### config.mk
export PLATFORM = sky130hd
export DESIGN_NAME = reg_list_sequencer
export DESIGN_NICKNAME = d
export VERILOG_FILES = /design/src/rtl/reg_list_sequencer_pkg.sv /design/src/rtl/reg_list_sequencer_lsb_prio_enc.sv /design/src/rtl/reg_list_sequencer.sv
export SDC_FILE = /design/constraint.sdc
export NUM_CORES = 1
export LEC_CHECK = 0
export CORE_MARGIN = 2
export CORE_UTILIZATION = 40
export CTS_BUF_LIST = sky130_fd_sc_hd__clkbuf_16
export DETAILED_ROUTE_END_ITERATION = 16
export PLACE_DENSITY = 0.83
export SETUP_SLACK_MARGIN = 0.3
export SYNTH_ARGS = -nofsm -noshare
export SYNTH_HDL_FRONTEND = slang
export SYNTH_SLANG_ARGS = --single-unit
### constraint.sdc
create_clock -name clk -period 2.4 [get_ports clk]
set_input_delay 0.48 -clock clk [delete_from_list [all_inputs] [get_ports clk]]
set_output_delay 0.48 -clock clk [all_outputs]
set_load 0.05 [all_outputs]
### src/rtl/reg_list_sequencer_pkg.sv
// ---------------------------------------------------------------------------
// reg_list_sequencer_pkg
//   Shared definitions for the LDM/STM-style register list sequencer:
//   default geometry of the register file, transfer direction codes and
//   the sequencer state encoding.
// ---------------------------------------------------------------------------
package reg_list_sequencer_pkg;

  // Default geometry: 32 registers of 64 bits, 5-bit register index.
  localparam int NREGS = 32;
  localparam int AW    = 5;
  localparam int DW    = 64;

  // Transfer direction as sampled on the dir input at start.
  localparam logic DIR_STORE = 1'b0;
  localparam logic DIR_LOAD  = 1'b1;

  // Sequencer states. STORE walks RD_ISSUE -> RD_CAPT -> RD_HOLD per
  // register. LOAD walks LD_WAIT -> LD_WRITE per register.
  typedef enum logic [2:0] {
    ST_IDLE     = 3'd0,
    ST_RD_ISSUE = 3'd1,
    ST_RD_CAPT  = 3'd2,
    ST_RD_HOLD  = 3'd3,
    ST_LD_WAIT  = 3'd4,
    ST_LD_WRITE = 3'd5,
    ST_DONE     = 3'd6
  } state_t;

endpackage

### src/rtl/reg_list_sequencer_lsb_prio_enc.sv
// ---------------------------------------------------------------------------
// lsb_prio_enc
//   Combinational lowest-set-bit priority encoder.
//   Ports:
//     vec      in   N   bit vector to search
//     idx      out  W   index of the lowest set bit (0 when none is set)
//     any_set  out  1   high when at least one bit of vec is set
// ---------------------------------------------------------------------------
module lsb_prio_enc #(
  parameter int N = 32,
  parameter int W = 5
) (
  input  logic [N-1:0] vec,
  output logic [W-1:0] idx,
  output logic         any_set
);

  // Scan from the top down so the last hit, which wins, is the lowest
  // set bit.
  always_comb begin
    idx     = '0;
    any_set = 1'b0;
    for (int i = N - 1; i >= 0; i--) begin
      if (vec[i]) begin
        idx     = W'(i);
        any_set = 1'b1;
      end
    end
  end

endmodule

### src/rtl/reg_list_sequencer.sv
// ---------------------------------------------------------------------------
// reg_list_sequencer
//   Block-transfer master for the register file (LDM/STM style). On start
//   it walks a register bitmask, lowest index first.
//     STORE: reads each selected register and streams it out.
//     LOAD : accepts one stream word per selected register and writes it.
//   Ports:
//     clk, reset            clock and asynchronous active-low reset
//     start, dir, reg_mask  transfer request; dir/mask captured at start
//     busy, done            busy from the cycle after start; done pulse
//     xfer_count            registers transferred so far (held after done)
//     out_data/valid/ready  STORE output stream
//     in_data/valid/ready   LOAD input stream
//     rf_readreg/readdata   register file read port (1-cycle latency)
//     rf_writereg/writedata/reg_write  register file write port
// ---------------------------------------------------------------------------
module reg_list_sequencer
  import reg_list_sequencer_pkg::*;
#(
  parameter int NREGS = reg_list_sequencer_pkg::NREGS,
  parameter int AW    = reg_list_sequencer_pkg::AW,
  parameter int DW    = reg_list_sequencer_pkg::DW
) (
  input  logic             clk,
  input  logic             reset,
  input  logic             start,
  input  logic             dir,
  input  logic [NREGS-1:0] reg_mask,
  output logic             busy,
  output logic             done,
  output logic [AW:0]      xfer_count,
  output logic [DW-1:0]    out_data,
  output logic             out_valid,
  input  logic             out_ready,
  input  logic [DW-1:0]    in_data,
  input  logic             in_valid,
  output logic             in_ready,
  output logic [AW-1:0]    rf_readreg,
  input  logic [DW-1:0]    rf_readdata,
  output logic [AW-1:0]    rf_writereg,
  output logic [DW-1:0]    rf_writedata,
  output logic             rf_reg_write
);

  state_t           state;

  // mask_q holds the registers not yet picked up; the register currently
  // being transferred has already been removed from it and lives in
  // cur_idx. This lets the single encoder look one register ahead, so
  // the next read index is ready on the same edge that finishes the
  // current word.
  logic [NREGS-1:0] mask_q;
  logic [AW-1:0]    cur_idx;

  logic [NREGS-1:0] enc_in;
  logic [AW-1:0]    enc_idx;
  logic             enc_any;
  logic [NREGS-1:0] enc_bit;

  // In IDLE the encoder looks straight at the incoming mask so the first
  // register index is known at the start edge; afterwards it looks at the
  // remaining-mask register.
  assign enc_in  = (state == ST_IDLE) ? reg_mask : mask_q;
  assign enc_bit = {{(NREGS-1){1'b0}}, 1'b1} << enc_idx;

  lsb_prio_enc #(
    .N (NREGS),
    .W (AW)
  ) u_prio_enc (
    .vec     (enc_in),
    .idx     (enc_idx),
    .any_set (enc_any)
  );

  // The load stream may hand over a word only while waiting for one.
  assign in_ready = (state == ST_LD_WAIT);

  // Sequencer: one registered state machine driving every output except
  // in_ready. rf_readreg is loaded on the edge that enters RD_ISSUE so the
  // register file sees it during RD_ISSUE and its registered read data is
  // valid in RD_CAPT.
  always_ff @(posedge clk or negedge reset) begin
    if (!reset) begin
      state        <= ST_IDLE;
      mask_q       <= '0;
      cur_idx      <= '0;
      busy         <= 1'b0;
      done         <= 1'b0;
      xfer_count   <= '0;
      out_data     <= '0;
      out_valid    <= 1'b0;
      rf_readreg   <= '0;
      rf_writereg  <= '0;
      rf_writedata <= '0;
      rf_reg_write <= 1'b0;
    end else begin
      case (state)
        ST_IDLE: begin
          done <= 1'b0;
          if (start) begin
            busy       <= 1'b1;
            xfer_count <= '0;
            mask_q     <= reg_mask & ~enc_bit;
            cur_idx    <= enc_idx;
            if (!enc_any) begin
              state <= ST_DONE;
            end else if (dir == DIR_STORE) begin
              rf_readreg <= enc_idx;
              state      <= ST_RD_ISSUE;
            end else begin
              state <= ST_LD_WAIT;
            end
          end
        end

        ST_RD_ISSUE: begin
          state <= ST_RD_CAPT;
        end

        ST_RD_CAPT: begin
          out_data  <= rf_readdata;
          out_valid <= 1'b1;
          state     <= ST_RD_HOLD;
        end

        ST_RD_HOLD: begin
          if (out_ready) begin
            out_valid  <= 1'b0;
            xfer_count <= xfer_count + (AW+1)'(1);
            if (enc_any) begin
              rf_readreg <= enc_idx;
              cur_idx    <= enc_idx;
              mask_q     <= mask_q & ~enc_bit;
              state      <= ST_RD_ISSUE;
            end else begin
              state <= ST_DONE;
            end
          end
        end

        ST_LD_WAIT: begin
          if (in_valid) begin
            rf_writereg  <= cur_idx;
            rf_writedata <= in_data;
            rf_reg_write <= 1'b1;
            state        <= ST_LD_WRITE;
          end
        end

        ST_LD_WRITE: begin
          rf_reg_write <= 1'b0;
          xfer_count   <= xfer_count + (AW+1)'(1);
          if (enc_any) begin
            cur_idx <= enc_idx;
            mask_q  <= mask_q & ~enc_bit;
            state   <= ST_LD_WAIT;
          end else begin
            state <= ST_DONE;
          end
        end

        ST_DONE: begin
          done  <= 1'b1;
          busy  <= 1'b0;
          state <= ST_IDLE;
        end

        default: begin
          state <= ST_IDLE;
        end
      endcase
    end
  end

endmodule

# Word-level counts from Yosys, hierarchy flattened
# Cells that the tools add are included.
# word_totals
wordCells,139
latch_bits,0
out_inout_bits,149
rom_bits,0
reg_bits,188
ram_bits,0
input_bits,166
n_memories,0
# op_classes
n_addsub,1
n_reduce_logical,13
bitwise,3
muxes,97
shift,1
n_div,0
multipliers,0
n_eq_ne,12
order_cmp,0
# ops
operator,count
two-way mux 5 bit,40
two-way mux 32 bit,4
case mux 32 bit (3 select lines),1
AND 32 bit,2
two-way mux 1 bit,35
inverter 32 bit,1
left shift 1 x 5 -> 32 bit (first input constant),1
two-way mux 3 bit,6
case mux 3 bit (6 select lines),1
case mux 6 bit (3 select lines),1
case mux 5 bit (3 select lines),1
two-way mux 6 bit,2
!= test 2 bit (second input constant),6
case mux 5 bit (2 select lines),1
equality test 3 bit (second input constant),3
case mux 1 bit (2 select lines),4
AND reduction 2 bit,4
nonzero test 2 bit,4
adder 6 x 1 -> 6 bit (second input constant),1
equality test 3 x 2 -> 1 bit (second input constant),2
AND reduction 3 bit,2
AND reduction 6 bit,1
equality test 3 x 1 -> 1 bit (second input constant),1
zero test 3 bit,1
2 further kinds,2

# Longest topological paths before layout
# depth
ltp_word,40
depth_mapped,11
depth_no_buf,8

# Modules after synthesis
# Synthesis repeated with hierarchy kept, for this count alone.
# unflattened
hier_cells,656
area_unflattened_um2,8333.0
# modules_own_cells
mod,seq_area_each_um2,n_inst,area_each_um2,cells_per_inst
reg_list_sequencer,4704.5,1,7962.6,591
lsb_prio_enc,0.0,1,370.4,65

# Worst setup path after synthesis
# OpenSTA, ideal clock, no wires.
# synth_path
path_kind,in2reg
start,in reg_mask[24]
end,reg mask_q[14]
path_buffers,2
arrival_ns,2.373
setup_time_ns,0.133
required_time_ns,2.267
path_stages,10
slack_ns,-0.106
path_cell_list,or4_1 -> o211ai_1 -> a32oi_1 -> or2_1 -> and2_1 -> clkbuf_2 -> nand2b_1 -> buf_6 -> o311ai_2 -> o21ai_1
# synth_between
elab_chain_cells,32
elab_cells_between_ends,59
classes_between,shift (1); mux (55); bitwise (3)
# synth_lines
element,line,rtl
"start, declared",reg_list_sequencer.sv:28,"input logic [NREGS-1:0] reg_mask,"
two-way mux 32 bit (*),reg_list_sequencer.sv:63,assign enc_in = (state == ST_IDLE) ? reg_mask : mask_q;
two-way mux 5 bit (25 in a row),reg_list_sequencer_lsb_prio_enc.sv:24,if (vec[i]) begin
left shift 1 x 5 -> 32 bit,reg_list_sequencer.sv:64,"assign enc_bit = {{(NREGS-1){1'b0}}, 1'b1} << enc_idx;"
inverter 32 bit,"reg_list_sequencer.sv:103, reg_list_sequencer.sv:133, reg_list_sequencer.sv:155",
AND 32 bit,"reg_list_sequencer.sv:133, reg_list_sequencer.sv:155",
two-way mux 32 bit,"reg_list_sequencer.sv:130, reg_list_sequencer.sv:153",
two-way mux 32 bit,reg_list_sequencer.sv:127,if (out_ready) begin
case mux 32 bit (3 select lines) (*),reg_list_sequencer.sv:97,case (state)
"end signal, assigned",reg_list_sequencer.sv:103,mask_q <= reg_mask & ~enc_bit;
"end signal, assigned",reg_list_sequencer.sv:133,mask_q <= mask_q & ~enc_bit;
"end signal, assigned",reg_list_sequencer.sv:155,mask_q <= mask_q & ~enc_bit;
"end, declared",reg_list_sequencer.sv:52,logic [NREGS-1:0] mask_q;
# Mark *: on every way between the ends. The rest lies on a longest branch, timed or not. The select of a mux whose other input is x is not followed.
# A chain may end at the register's enable or synchronous reset.

# Final worst setup path
# layout_path
start,reg state[0]
end,reg mask_q[13]
# layout_between
elab_chain_cells,40
elab_cells_between_ends,80
classes_between,eq/ne (4); shift (1); mux (69); bitwise (3); reduce/logical (3)
# layout_lines
element,line,rtl
"start, declared",reg_list_sequencer.sv:45,state_t state;
"start signal, assigned",reg_list_sequencer.sv:84,state <= ST_IDLE;
"start signal, assigned",reg_list_sequencer.sv:106,state <= ST_DONE;
"start signal, assigned",reg_list_sequencer.sv:109,state <= ST_RD_ISSUE;
zero test 3 bit,"reg_list_sequencer.sv:63, reg_list_sequencer.sv:97",
two-way mux 32 bit,reg_list_sequencer.sv:63,
two-way mux 5 bit (32 in a row),reg_list_sequencer_lsb_prio_enc.sv:24,
left shift 1 x 5 -> 32 bit,reg_list_sequencer.sv:64,
inverter 32 bit,"reg_list_sequencer.sv:103, reg_list_sequencer.sv:133, reg_list_sequencer.sv:155",
AND 32 bit,"reg_list_sequencer.sv:133, reg_list_sequencer.sv:155",
two-way mux 32 bit,"reg_list_sequencer.sv:130, reg_list_sequencer.sv:153",
two-way mux 32 bit,reg_list_sequencer.sv:127,
case mux 32 bit (3 select lines),reg_list_sequencer.sv:97,
# Parallel ways exist; a longest one is shown, timed or not. The select of a mux whose other input is x is not followed.

==> run metrics <==
dpl hpwl 22.6 mm; 1st-pass router iterations 5; via-per-instance ratio roughly 5.4; CTS tree built; share of post-route cells with drive strength above 1 0.354; I/O Buffers 314; Synth area leader dfrtp_1; final antenna-violating net count 0; vias after detailed routing 7973; FF/Latch Area ~4700 um^2; CP arrival 2.89 ns; Synth area leaders dfrtp_1 (55%), mux2_2 (18%), nand2_1 (3.1%); Root Buffer clkbuf_16; clk buf depth 2; final WL between 30 and 40 mm; most frequent cells in the layout dfrtp_1 (188), clkdlybuf4s50_1 (162), mux2_2 (122), dlygate4sd2_1 (111), buf_4 (104); Worst-Skew Late Latency 0.44 ns; Internal Power 12.1 mW; critical path peak fanout 7; Slew Limit Fails 0; site row count 53; hold buffers post-CTS 0; die width 151 um; IO Pins 315; CP Launch Type register; die area about 23000 um^2; Remaining Overflow, GRT 0; critical path's largest stage delay 0.40 ns; top-area cell type share of the netlist area 0.547; Switch Pwr between 10 and 15 mW; Cell Area, Synth 8610 um^2; fmax about 390 MHz; commonest non-fill, non-tap cell in the layout dfrtp_1; GP Congestion 0.941; Period minus WS final 2.58 ns; Clk pin slew, worst setup/hold paths 0.08 ns; synth warn 0; sequential share of power 0.242; DRC viols 0; relative slew slack 0.582; sequential fraction of the synthesis area 0.547; Synth Instances 727; Hold Path Class input port to async pin; RSZ-0062 raised after global routing yes; Crit Path Class register to register; H-tree depth 4; Layout Skew between 0.02 and 0.025 ns; starting density of the core 0.408; Gate power share 0.632; CP Buf/Inv Count 5; # fillers between 1000 and 1500; switch share 0.487; failing checks setup timing; final-stage net count 1343; worst path required time 2.71 ns; number of synthesized flops with an enable pin 0; Max Cap Viol 0; Area growth, synth to finish 70.1%; VDD IR max between 0.9 and 1 mV; vias in the first global route 8339; status finished with violations; CTS Buf Count 17; final hold violation count 0; Routed WL per cell 21.8 um; Syn Area/Cell 11.8 um^2; CP endpoint kind register; largest net degree at the start of global routing 73; Yosys reg bits 188; main flop type after synthesis dfrtp_1; setup slack after layout -0.183 ns; Worst path most repeated cell buf_6; crit path cell chain buf_6, nor3_4, buf_6, buf_6, buf_12, buf_12, mux2i_2, o211ai_1, and2_4, or2_4, o2bb2ai_2, nand2_1; post-place setup slack -0.551 ns; clock share of power 0.126; final period utilization 1.08; area occupied by multi-input gates between 4000 and 5000 um^2; Slew @ Worst Pin 0.627 ns; ys async rst share 1.00; worst hold slack 0.0366 ns; initial antenna violation count 4; Leak 6.73 nW; CP top delay family simple AND/OR/NAND/NOR gates; # setup viols final 34; First DRT Iteration DRCs 452; Crit-path slowest cell dfrtp_1; Netlist cell types 73; clk sinks 188; Core Region 21100 um^2; GRT Total Usage 0.267; first-pass GRT wire length roughly 46 mm; Die H 151 um; pwr/cell area around 1600 nW/um^2; syn nets 894
[cell usage after synthesis, drive strengths merged, types with 3 or more instances]
library cell  count
o31a              3
o21ai            38
and2              6
o21a              6
a32oi             4
o211ai           11
mux2i             9
o2bb2ai           6
nand2            73
nor2             42
or2               3
a21oi            19
nand2b            5
nand3            13
a22o              3
clkbuf           24
o31ai             5
a21o              9
a22oi             5
mux2            141
nor3             14
buf              11
inv              13
o21bai            3
nor2b             7
nor4             25
dfrtp           188
o311ai            8
a31oi             4
[timing repair]
item                                    CTS  global route
pin swaps                                26            16
buffers inserted                         11            11
endpoints found under the setup margin  157           135
resized for setup                       184           113
gates cloned                              2             5
[power groups by stage]
stage / clock (mW) / sequential, mW / combinational (mW)
finish: 2.97 / 5.71 / 14.9
global route: 3.15 / 5.90 / 15.5
CTS: 3.01 / 5.67 / 13.8
detailed placement: 0 / 5.73 / 13.6
global placement: 0 / 5.64 / 13.4
floorplan: 0 / 9.85 / 4.11
[cells by family (layout without fill, tap and decap cells)]
logic type,Yosys count,after routing,synth area share
AND/OR/NAND/NOR,198,199,0.113
flip-flops,188,188,0.547
multiplexers,150,150,0.195
AO/OA/AOI/OAI,141,141,0.118
buffers and inverters,48,509,0.0247
adder cells (fa/ha/maj),1,1,0.00145
XOR/XNOR,1,1,0.00102
other,0,4,0
[layer usage]
layer | vias up | track usage | wire, um
met5 | - | 0 | 0
met4 | 0 | 0.120 | 1110
met3 | 68 | 0.0924 | 2730
met2 | 387 | 0.454 | 16700
met1 | 3948 | 0.305 | 11500
li1 | 3570 | - | -
[registers in the layout, indices dropped and copies added (netlist names)]
register,count
busy,1
done,1
mask_q,32
rf_readreg,5
cur_idx,5
rf_writereg,5
rf_writedata,64
out_valid,1
rf_reg_write,1
state,3
out_data,64
xfer_count,6
[worst paths after layout]
path,depth (start not counted),slack [ns],endpoint,start
min in group clk,1,0.48,xfer_count[5],xfer_count[5]
max in group asynchronous,2,1.65,out_data[42],reset
worst max-delay path,12,-0.18,mask_q[13],state[0]
worst min-delay path,1,0.04,rf_writedata[31],reset
worst max register to register,12,-0.18,mask_q[13],state[0]
worst min register to register,1,0.48,xfer_count[5],xfer_count[5]
[layout make-up]
| class | instances | share of cell area |
|---|---|---|
| diodes | 4 | 0.000684 |
| clock buffers | 17 | 0.0291 |
| clock inverters | 15 | 0.0132 |
| inverters | 13 | 0.00350 |
| multi-input cells | 492 | 0.297 |
| flip-flops and latches | 188 | 0.321 |
| well taps | 275 | 0.0235 |
| repair buffers | 464 | 0.312 |
[per-stage QoR]
stage,area [um^2],instances,power (mW),utilization,TNS [ns]
after floorplan,8730,727,14.0,-,-0.258
after global placement,13100,1403,19.1,0.621,-16.94
after detailed placement,13100,1403,19.4,0.621,-17.87
after CTS,14000,1448,22.5,0.664,-0.475
after global routing,14600,1468,24.5,0.694,-6.12
final,14600,1468,23.6,0.694,-3.00
Note: power is estimated with default switching activity, not from simulation.
